$ cat src/rtl/sorted_stream_serializer.sv
// Serialises one captured 8-word sorted vector onto a valid/ready stream,
// ascending (in1 first) or descending (in8 first), with last-beat and index tags.
module sorted_stream_serializer #(
    parameter int WIDTH = 8
) (
    input  logic             clk,
    input  logic             rst,
    input  logic             load_valid,
    output logic             load_ready,
    input  logic [WIDTH-1:0] in1,
    input  logic [WIDTH-1:0] in2,
    input  logic [WIDTH-1:0] in3,
    input  logic [WIDTH-1:0] in4,
    input  logic [WIDTH-1:0] in5,
    input  logic [WIDTH-1:0] in6,
    input  logic [WIDTH-1:0] in7,
    input  logic [WIDTH-1:0] in8,
    input  logic             desc,
    output logic             m_valid,
    input  logic             m_ready,
    output logic [WIDTH-1:0] m_data,
    output logic             m_last,
    output logic [2:0]       m_index,
    output logic             busy
);

    typedef enum logic {
        IDLE,
        DRAIN
    } state_t;

    state_t           state;
    logic [WIDTH-1:0] vec [8];
    logic             desc_q;
    logic [2:0]       nxt_idx;
    logic [WIDTH-1:0] nxt_word;

    // Word for the beat after the one currently presented.
    always_comb begin
        nxt_idx  = m_index + 3'd1;
        nxt_word = desc_q ? vec[3'd7 - nxt_idx] : vec[nxt_idx];
    end

    always_ff @(posedge clk) begin
        if (rst) begin
            state      <= IDLE;
            load_ready <= 1'b1;
            m_valid    <= 1'b0;
            m_data     <= '0;
            m_last     <= 1'b0;
            m_index    <= '0;
            busy       <= 1'b0;
            desc_q     <= 1'b0;
            for (int unsigned i = 0; i < 8; i++) begin
                vec[i] <= '0;
            end
        end else begin
            case (state)
                IDLE: begin
                    if (load_valid) begin
                        vec[0]     <= in1;
                        vec[1]     <= in2;
                        vec[2]     <= in3;
                        vec[3]     <= in4;
                        vec[4]     <= in5;
                        vec[5]     <= in6;
                        vec[6]     <= in7;
                        vec[7]     <= in8;
                        desc_q     <= desc;
                        // First beat comes straight from the inputs for 1-cycle latency.
                        m_data     <= desc ? in8 : in1;
                        m_index    <= '0;
                        m_last     <= 1'b0;
                        m_valid    <= 1'b1;
                        busy       <= 1'b1;
                        load_ready <= 1'b0;
                        state      <= DRAIN;
                    end
                end
                DRAIN: begin
                    if (m_ready) begin
                        if (m_last) begin
                            m_valid    <= 1'b0;
                            m_last     <= 1'b0;
                            m_index    <= '0;
                            busy       <= 1'b0;
                            load_ready <= 1'b1;
                            state      <= IDLE;
                        end else begin
                            m_data  <= nxt_word;
                            m_index <= nxt_idx;
                            m_last  <= (nxt_idx == 3'd7);
                        end
                    end
                end
                default: state <= IDLE;
            endcase
        end
    end

endmodule
$ cat config.mk
export PLATFORM = sky130hd
export DESIGN_NAME = sorted_stream_serializer
export DESIGN_NICKNAME = d
export VERILOG_FILES = /design/src/rtl/sorted_stream_serializer.sv
export SDC_FILE = /design/constraint.sdc
export NUM_CORES = 1
export LEC_CHECK = 0
export ABC_AREA = 1
export CORE_UTILIZATION = 53
export CTS_CLUSTER_DIAMETER = 150
export CTS_CLUSTER_SIZE = 24
export DETAILED_ROUTE_END_ITERATION = 6
export GPL_TIMING_DRIVEN = 0
export HOLD_SLACK_MARGIN = 0.06
export PLACE_DENSITY = 0.8
export SLEW_MARGIN = 15
export SYNTH_ARGS = -nofsm -noshare
export SYNTH_HDL_FRONTEND = slang
export SYNTH_SLANG_ARGS = --single-unit
$ cat constraint.sdc
create_clock -name clk -period 2.75 [get_ports clk]
set_input_delay 0.55 -clock clk [delete_from_list [all_inputs] [get_ports clk]]
set_output_delay 0.55 -clock clk [all_outputs]
set_load 0.05 [all_outputs]
==> impl_summary.log, run 1 <==
INFO  metric count_of_flip_flops_with_a_built_in_enable_after_synthesis = 64
INFO  metric clock.fmax = between 0.4 and 0.5 GHz
INFO  metric drt_iter0_drc = about 300
INFO  metric clkSinkCount = 80
INFO  metric final-max-slew-violation-count = 0
INFO  metric worstSetupStartpointType = flop
INFO  metric synth.avg_cell_area = around 7.4 sq um
INFO  metric wirelength = between 10,000 and 15,000 microns
INFO  metric clk-insertion-delay-late = roughly 0.36 ns
INFO  metric run_status = finished clean
INFO  metric p_per_area = ~560 nW/um^2
INFO  metric ios = 84
INFO  metric min_path_type = flop to flop
INFO  metric synth.ff_latch_count = 80
INFO  metric part_of_the_cycle_the_worst_path_needs = between 80% and 90%
INFO  metric clockBufferDepth = 2
INFO  metric grt_pass1_vias = ~4,400
INFO  metric wire_per_inst = approximately 17 microns
INFO  metric drcViolationCount = 0
INFO  metric die-height = between 90 and 100 microns
INFO  metric initial_util = between 50% and 60%
INFO  metric total_number_of_nets_in_the_final_design = ~800
INFO  metric finalHoldViolCount = 0
INFO  metric drt_pre_antenna_iters = 6
INFO  metric fin_crit = between 2 and 2.5 ns
INFO  metric final_cell_count_no_fill = 840
INFO  metric yosys_most_used_dff = edfxtp_1
INFO  metric flow.area_growth_from_synthesis = 24.7%
INFO  metric postSynthCellCount = 637
INFO  metric placedCellCount = around 820
INFO  metric yosys_warnings = 0
INFO  metric ctsResizeCount = 0
INFO  metric dp_hpwl = approximately 10,000 microns
INFO  metric grt_antenna_before_repair = 0
INFO  metric worstMarginPinSlew = 0.852 ns
INFO  metric timing.hold.worst_path_depth = 2
INFO  metric synth.net_count = between 700 and 800
INFO  metric synth.top_cell.area_share = between 40% and 50%
INFO  metric cts.hold.buffers_added = 0
INFO  metric place.port_buffers = approximately 80
INFO  metric timing.critical_path.arrival = 2.72 ns
INFO  metric cellLeakagePower = approximately 2.8 nW
INFO  metric grt_pass1_wl = about 21,000 microns
INFO  metric timing.critical_path.to_type = flop
INFO  metric report.final.setup_viol = 0
INFO  metric cts_tree = built
INFO  metric tritoncts.num_buffers = 9
INFO  metric maxSlewHeadroom = 43.2%
INFO  metric drv.max_cap_violation_count = 0
INFO  metric row_count = 33
INFO  metric layout.core_utilization = a little over two thirds
INFO  metric vias_per_cell = about 5.3
INFO  metric die_x = between 90 and 100 microns
INFO  metric clock_slew_at_the_register_clock_pins_of_the_worst_setup_and_hold_paths = ~0.090 ns
INFO  metric gr-total-overflow = 0
INFO  metric yosys.cell_types.count = 21
INFO  metric layout-drive-gt1-share = roughly 7.8%
INFO  metric die_area = between 9000 and 10,000 sq um
INFO  metric grt_start_max_net_pins = 66
INFO  metric cts_max_level = 3
INFO  metric clock-root-buffer = clkbuf_8
INFO  metric synthArstFlopShare = 0%
INFO  metric r2r.worst_path.cells = 13
INFO  metric seq_area_frac_synth = between 40% and 50%
INFO  metric dpl-instance-area = 5660 sq um
INFO  metric synth_top_cells_by_area = edfxtp_1 (41%), nand3_1 (13%), nand2_1 (12%)
INFO  metric post-cts-setup-buffer-count = 0
INFO  metric final_antenna_diode_count = 0
INFO  metric place.gp.congestion = approximately 0.96
INFO  metric drt.antenna.violating_nets = 0
INFO  metric core_area = 8380 sq um
INFO  metric maximum_fanout_along_the_worst_path = 10
INFO  metric vdd.ir_drop.worst = around 0.27 mV
INFO  metric post-route-cell-area = roughly 6000 sq um
INFO  metric library_cell_occupying_the_most_area_in_the_post_synthesis_netlist = edfxtp_1
INFO  metric dr_total_vias = roughly 4,500
INFO  metric critPathKind = flop to flop
INFO  metric synth.cell_area = 4700 sq um
INFO  metric globalRouteTotalUtil = a little under a third
INFO  metric setup_repair_after_global_routing_missed_its_margin = no
INFO  metric crit_required = between 3 and 4 ns
INFO  metric finalClockSkew = 0.0146 ns
layout by cell type, fill, tap and decap left out, drive strengths merged, types with 16 or more instances in the layout:
| cell | instances |
|---|---|
| nand3 | 122 |
| a21oi | 23 |
| dfxtp | 16 |
| nor2 | 66 |
| clkdlybuf4s50 | 82 |
| buf | 27 |
| clkbuf | 24 |
| nand2 | 147 |
| edfxtp | 64 |
| inv | 138 |
| o21ai | 20 |
metal layers:
| metal | wire, microns | global-route usage [%] |
|---|---|---|
| met2 | 6770 | 53.7 |
| met4 | 503 | 15.0 |
| met1 | 5560 | 38.8 |
| met5 | 0 | 0 |
| met3 | 1130 | 4.66 |
cells in the mapped netlist (2+ instances only):
library cell	instances
a21oi_1	15
a21oi_2	8
buf_2	15
buf_4	5
buf_6	6
clkbuf_1	11
dfxtp_1	16
edfxtp_1	64
ha_1	2
inv_1	133
inv_2	3
nand2_1	147
nand3_1	122
nor2_1	65
o21ai_0	18
o21ai_1	2
area by class of cell:
cell class / instances / area [sq um]
repair buffers: 82 / 821
flip-flops and latches: 80 / 2240
clock buffers: 13 / 178
well taps: 105 / 131
clock inverters: 3 / 21.3
multi-input cells: 382 / 1720
inverters: 137 / 515
plain buffers: 38 / 225
fillers: 704 / 2520
per-stage QoR:
stage | hold WS [ns] | setup WS, ns | total power, mW | TNS (ns)
2_1_floorplan | 0.590 | 0.283 | 2.06 | 0
3_3_place_gp | 0.469 | -0.710 | 2.37 | -45.77
3_5_place_dp | 0.483 | 0.261 | 2.40 | 0
4_1_cts | 0.506 | 0.362 | 3.26 | 0
5_1_grt | 0.546 | 0.222 | 3.42 | 0
6_report | 0.509 | 0.282 | 3.30 | 0
registers in the layout (all words and copies together) (netlist names):
| register | flops |
|---|---|
| m_data | 8 |
| state | 1 |
| m_index | 3 |
| m_last | 1 |
| load_ready | 1 |
| busy | 1 |
| vec | 64 |
| desc_q | 1 |
final timing paths:
check | startpoint | endpoint | slack (ns)
worst max-delay path | m_index[0] | m_data[1] | 0.28
worst min-delay path | load_ready | load_ready | 0.51
worst max register to register | m_index[0] | m_data[1] | 0.28
worst min register to register | load_ready | load_ready | 0.51
worst max-delay path, cell delays in order, from the launching register on:
cell and delay (ns):
dfxtp_1 0.45, inv_2 0.08, buf_6 0.15, buf_6 0.15, ha_1 0.28, buf_2 0.18, clkinv_2 0.12, buf_2 0.22
nand3_1 0.14, nand3_1 0.13, nand3_1 0.12, nand3_1 0.13, nand2_1 0.14, a21oi_2 0.06
report_power, final:
part	total (mW)	internal [mW]	switching [mW]	leakage [nW]
sequential	1.46	1.42	0.0367	0.820
combinational	0.933	0.335	0.598	1.90
clock	0.905	0.432	0.473	0.106
logic make-up (layout without fill, tap and decap cells):
family	Yosys count	in the layout	synth area share (%)
AO/OA/AOI/OAI	44	44	5.35
XOR/XNOR	1	1	0.586
adder cells (fa/ha/maj)	2	2	0.532
buffers and inverters	175	273	15.8
flip-flops	80	80	47.7
AND/OR/NAND/NOR	335	335	30.1
Power figures use the tool's default switching activity.
==> run 2, diff against run 1 <==
Settings changed: SLEW_MARGIN 15 to unset.
==> run 2 against run 1 <==
Register-to-register slack better by 0.02 ns. Worst setup slack better by 0.018 ns. Fmax is 0.75% higher. Sequential share of layout area is 0.098 points lower. Sequential power hardly changed. Cell count is 0.12% higher. Clock skew is 0.0027 ns higher. Clock power is 0.9% lower. Critical endpoint unchanged. Largest cell class unchanged.
==> impl_summary.log, run 2 (synthesis results as in run 1) <==
INFO  metric finalHoldViolCount = 0
INFO  metric r2r_slack = about 0.30 ns
INFO  metric clock-root-buffer = clkbuf_8
INFO  metric total_number_of_nets_in_the_final_design = 802
INFO  metric clock.fmax = 0.408 GHz
INFO  metric fin_crit = between 2 and 2.5 ns
INFO  metric cts_max_level = 3
INFO  metric ctsResizeCount = 0
INFO  metric grt_antenna_before_repair = 0
INFO  metric clkSinkCount = 80
INFO  metric grt_pass1_wl = between 20,000 and 25,000 microns
INFO  metric worstMarginPinSlew = 0.725 ns
INFO  metric flow.area_growth_from_synthesis = 25.0%
INFO  metric timing.hold.worst_path_depth = 2
INFO  metric min_path_type = flop to flop
INFO  metric wirelength = ~14,000 microns
INFO  metric worst_r2r_startpoint = m_index[0]
INFO  metric comb_power_share = between 20% and 30%
INFO  metric post-route-cell-area = 5870 sq um
INFO  metric clk-insertion-delay-late = ~0.36 ns
INFO  metric drt_pre_antenna_iters = 5
INFO  metric core_area = ~8400 sq um
INFO  metric dpl-instance-area = ~5700 sq um
INFO  metric run_status = finished clean
INFO  metric gr-total-overflow = 0
INFO  metric drt.antenna.violating_nets = 0
INFO  metric report.final.setup_viol = 0
INFO  metric drcViolationCount = 0
INFO  metric critPathKind = flop to flop
INFO  metric place.port_buffers = 82
INFO  metric switching_share = around a third
INFO  metric initial_util = between 50% and 60%
INFO  metric maximum_fanout_along_the_worst_path = 10
INFO  metric flip_flop_count_of_the_largest_register_after_layout = 64
INFO  metric tritoncts.num_buffers = 9
INFO  metric die_x = ~96 microns
INFO  metric mostFrequentLayoutCells = nand2_1 (146), inv_1 (133), nand3_1 (122)
INFO  metric min_from = load_ready
INFO  metric power.net_switching = approximately 1.1 mW
INFO  metric p_per_area = 559 nW/um^2
INFO  metric grt_pass1_vias = around 4,300
INFO  metric finalClockSkew = roughly 0.017 ns
INFO  metric row_count = 33
INFO  metric cts_tree = built
INFO  metric part_of_the_cycle_the_worst_path_needs = 89.1%
INFO  metric grt_start_max_net_pins = 37
INFO  metric r2r.worst_path.cells = 13
INFO  metric worstHoldEndpoint = load_ready
INFO  metric final-max-slew-violation-count = 0
INFO  metric wire_per_inst = 16.3 microns
INFO  metric finalPower = between 3 and 4 mW
INFO  metric timing.critical_path.to_type = flop
INFO  metric dpl_worst_slack = around 0.27 ns
INFO  metric place.gp.congestion = between 0.9 and 1
INFO  metric cellLeakagePower = around 2.8 nW
INFO  metric post-cts-setup-buffer-count = 0
INFO  metric layout_commonest_cell = nand2_1
INFO  metric layout-drive-gt1-share = approximately 7.9%
INFO  metric maxSlewHeadroom = between 50% and 60%
INFO  metric dp_hpwl = around 10,000 microns
INFO  metric drt_iter0_drc = 355
INFO  metric layout.core_utilization = a little over two thirds
INFO  metric largest_register = vec
INFO  metric die_area = roughly 9000 sq um
INFO  metric setup_repair_after_global_routing_missed_its_margin = no
INFO  metric vdd.ir_drop.worst = between 0.2 and 0.3 mV
INFO  metric crit_required = slightly above 3 ns
INFO  metric sequentialPowerShare = 44.3%
INFO  metric clock_slew_at_the_register_clock_pins_of_the_worst_setup_and_hold_paths = approximately 0.10 ns
INFO  metric internal-power = between 2 and 2.5 mW
INFO  metric final.hold.worst_slack = between 0.5 and 0.6 ns
INFO  metric vias_per_cell = approximately 5.3
INFO  metric final_antenna_diode_count = 0
INFO  metric timing.critical_path.arrival = between 2 and 3 ns
INFO  metric biggestRegsByFlops = vec (64), m_data (8), m_index (3)
INFO  metric dr_total_vias = 4,432
INFO  metric worstSetupStartpointType = flop
INFO  metric clockBufferDepth = 2
INFO  metric timing.final.ws_setup = approximately 0.3 ns
INFO  metric globalRouteTotalUtil = a little under a third
INFO  metric die-height = between 90 and 100 microns
INFO  metric ios = 84
INFO  metric p_clk_share = between 20% and 30%
INFO  metric drv.max_cap_violation_count = 0
INFO  metric cts.hold.buffers_added = 0
INFO  metric r2r-end = m_data[1]
==> run 2: final cells by class <==
| cell class | count | area, sq um |
|---|---|---|
| fillers | 698 | 2510 |
| flip-flops and latches | 80 | 2240 |
| multi-input cells | 382 | 1720 |
| repair buffers | 83 | 841 |
| inverters | 137 | 515 |
| plain buffers | 38 | 225 |
| clock buffers | 13 | 178 |
| well taps | 105 | 131 |
| clock inverters | 3 | 21.3 |
==> run 2: power by group through the flow <==
stage | sequential [mW] | combinational, mW | clock [mW]
after floorplan | 1.55 | 0.510 | 0
after global placement | 1.48 | 0.888 | 0
after detailed placement | 1.48 | 0.915 | 0
after CTS | 1.45 | 0.919 | 0.893
after global routing | 1.47 | 1.01 | 0.949
final | 1.45 | 0.933 | 0.897
==> run 2: worst max-delay path by stage <==
stage,to,depth (start not counted),start,slack [ns]
2_1_floorplan,vec[0][0],2,load_valid,0.28
3_3_place_gp,vec[3][5],3,load_valid,-0.71
3_5_place_dp,vec[5][1],5,rst,0.27
4_1_cts,m_data[1],13,m_index[0],0.36
5_1_grt,m_data[1],13,m_index[0],0.19
6_report,m_data[1],13,m_index[0],0.30
==> run 2: per-stage QoR <==
step	TNS [ns]	std cells
3_3_place_gp	-45.77	824
3_5_place_dp	0	825
2_1_floorplan	0	637
4_1_cts	0	841
5_1_grt	0	841
6_report	0	841
==> run 2: layer usage <==
layer / track usage (%) / up-vias / part of all wire, %
li1: - / 2174 / -
met1: 39.1 / 2029 / 41
met2: 52.5 / 194 / 48
met3: 5.37 / 35 / 7.1
met4: 13.9 / 0 / 3.4
met5: 0 / - / 0
==> run 2: critical path, stage by stage, from the launching register on <==
cell and delay [ns]:
dfxtp_1 0.45, inv_2 0.08, buf_6 0.16, buf_6 0.15, ha_1 0.29, buf_2 0.17
clkinv_2 0.09, buf_2 0.26, nand3_1 0.15, nand3_1 0.15, nand3_1 0.09, nand3_1 0.13
nand2_1 0.09, a21oi_2 0.12
==> edit, RTL diff (config.mk and constraints of run 2) <==
Set the parameter `WIDTH` to 6 (it was 8).
--- a/src/rtl/sorted_stream_serializer.sv
+++ b/src/rtl/sorted_stream_serializer.sv
@@ -1,7 +1,7 @@
 // Serialises one captured 8-word sorted vector onto a valid/ready stream,
 // ascending (in1 first) or descending (in8 first), with last-beat and index tags.
 module sorted_stream_serializer #(
-    parameter int WIDTH = 8
+    parameter int WIDTH = 6
 ) (
     input  logic             clk,
     input  logic             rst,
Ports: changed (9 resized); port bits go from 84 to 66. No check against the original RTL was run, so the function may have changed too.
==> edit against run 2 <==
The flow now finishes with violations (DRC). Cell area down 23%. Sequential cell count fell by 18. Synthesized area down 24%. Total power is 21% lower. Clock power down 13%. Via count decreased by 22%. Routed wire length fell by 28%. Setup slack gained 0.13 ns. Critical endpoint is now m_data[2]. Largest cell class unchanged.
==> edit: results (changes against run 2) <==
Adder-Cell Fraction of Synth Area=0.702% (was 0.532%); fin nets=618 (was 802); Via density=5.34 (was 5.27); # DRC=8 (was 0); Synth async-reset ratio=0% (unchanged); post-synthesis sequential area ratio=48.3% (was 47.7%); DR iter-0 viols=308 (was 355); average size of a mapped cell=7.32 um2 (was 7.38 um2); clock share of power=30.0% (was 27.3%); Synth Area in XOR/XNOR=0.246% (was 0.586%); Power Combinational=0.000682 W (was 0.000933 W); vias in the first global route=3377 (was 4320); Crit Path Max Fanout=10 (unchanged); drt wl/cell=15.2 um (was 16.3 um); layout filler cell count=528 (was 698); worst skew pair latency=0.34 ns (was 0.36 ns); worst hold margin=0.491 ns (was 0.528 ns); pre-CTS WS=0.484 ns (was 0.274 ns); worst hold path class=in -> reg (was reg -> reg); largest net degree at the start of global routing=29 (was 37); cell leakage power=2.19 nW (was 2.84 nW); drt first pass iters=7 (was 5); Finished Layout Cells=645 (was 841); Post-synth EDFFs=48 (was 64); largest registers=vec: 48 flops, m_data: 6 flops, m_index: 3 flops (was vec: 64 flops, m_data: 8 flops, m_index: 3 flops); Syn Nets=542 (was 708); FF-to-FF End=m_data[2] (was m_data[1]); Inst Count DP=629 (was 825); first-pass GRT wire length=16000 um (was 21000 um); Distinct cells, synth=20 (was 21); Tot Pwr=0.00259 W (was 0.00328 W); Arrival @ worst endpoint=2.59 ns (was 2.75 ns); ranking of synthesized cells by area=edfxtp_1 (40%), nand3_1 (13%), nand2_1 (12%), inv_1 (11%), dfxtp_1 (7.9%) (was edfxtp_1 (41%), nand3_1 (13%), nand2_1 (12%), inv_1 (11%), dfxtp_1 (6.8%)); clock skew=0.0117 ns (was 0.0173 ns); worst-case vdd ir drop=0.000339 V (was 0.000296 V); compound-cell area share of the yosys netlist=5.09% (was 5.35%); Sw Share=32.1% (was 33.3%); Hold Path Origin=rst (was load_ready); PortBufs=64 (was 82); Reg2Reg Depth=12 (was 13); r2r setup slk=0.43 ns (was 0.30 ns); initial antenna violation count=0 (unchanged); total track usage=29.6% (was 31.2%); TritonCTS Buffers=9 (unchanged); fraction of layout cells with a size suffix above 1=7.57% (was 7.88%); dpl cell area=4330 um2 (was 5670 um2); Worst Tran Pin Value=0.736 ns (was 0.725 ns); top post-synthesis cells by count=nand2_1 (113), inv_1 (101), nand3_1 (91) (was nand2_1 (147), inv_1 (133), nand3_1 (122)); DP HPWL=7070 um (was 10500 um); Clock transition at path regs=0.07 ns (was 0.10 ns); outcome=finished with violations (was completed); failing checks=DRC; Hold Path End=busy (was load_ready); RePlAce Congestion=0.893 (was 0.962); Reg-to-Reg Start=m_index[0] (unchanged)
## edit: cell count changes after synthesis, sizes merged
cell,before,now
nand2,147,113
inv,136,104
nand3,122,92
edfxtp,64,48
clkbuf,11,3
a21oi,23,19
buf,27,23
nor2,66,50
dfxtp,16,14
o21ai,20,16
## edit: worst max path at each step
stage               startpoint        end  slack [ns]
finish              m_index[0]  m_data[2]        0.43
global route        m_index[0]  m_data[2]        0.30
CTS                 m_index[0]  m_data[2]        0.47
detailed placement  load_valid  vec[6][0]        0.48
global placement    load_valid  vec[3][5]       -0.32
floorplan                  rst  vec[0][0]        0.36
## edit: final cells by class
type                            count  area [um2]  share of cell area, %
Sequential cell                    62        1720                   38.2
Inverter                          105         394                   8.74
Clock buffer                       13         170                   3.77
Timing Repair Buffer               65         661                   14.6
Clock inverter                      3        16.3                  0.361
Tap cell                           77        96.3                   2.14
Multi-Input combinational cell    294        1300                   28.9
Buffer                             26         150                   3.33
## edit: kinds of logic (layout without fill, tap and decap cells)
family | count (synthesis) | after routing
buffers and inverters | 131 | 212
AND/OR/NAND/NOR | 255 | 255
flip-flops | 62 | 62
XOR/XNOR | 1 | 1
AO/OA/AOI/OAI | 36 | 36
adder cells (fa/ha/maj) | 2 | 2
## edit: critical path, cell delays in order (launching register included)
cell,delay (ns)
dfxtp_1,0.45
inv_2,0.09
buf_2,0.21
ha_1,0.30
buf_2,0.20
inv_2,0.15
buf_4,0.22
nand3_1,0.13
nand3_1,0.10
nand3_1,0.09
nand3_1,0.13
nand2_1,0.06
a21oi_1,0.11
## edit: per-layer routing
metal	vias to the layer above	GRT usage, %	part of all wire (%)
met1	1581	36.3	41
li1	1669	-	-
met5	-	0	0
met4	0	13.0	3.0
met3	30	5.34	7.2
met2	167	50.8	49
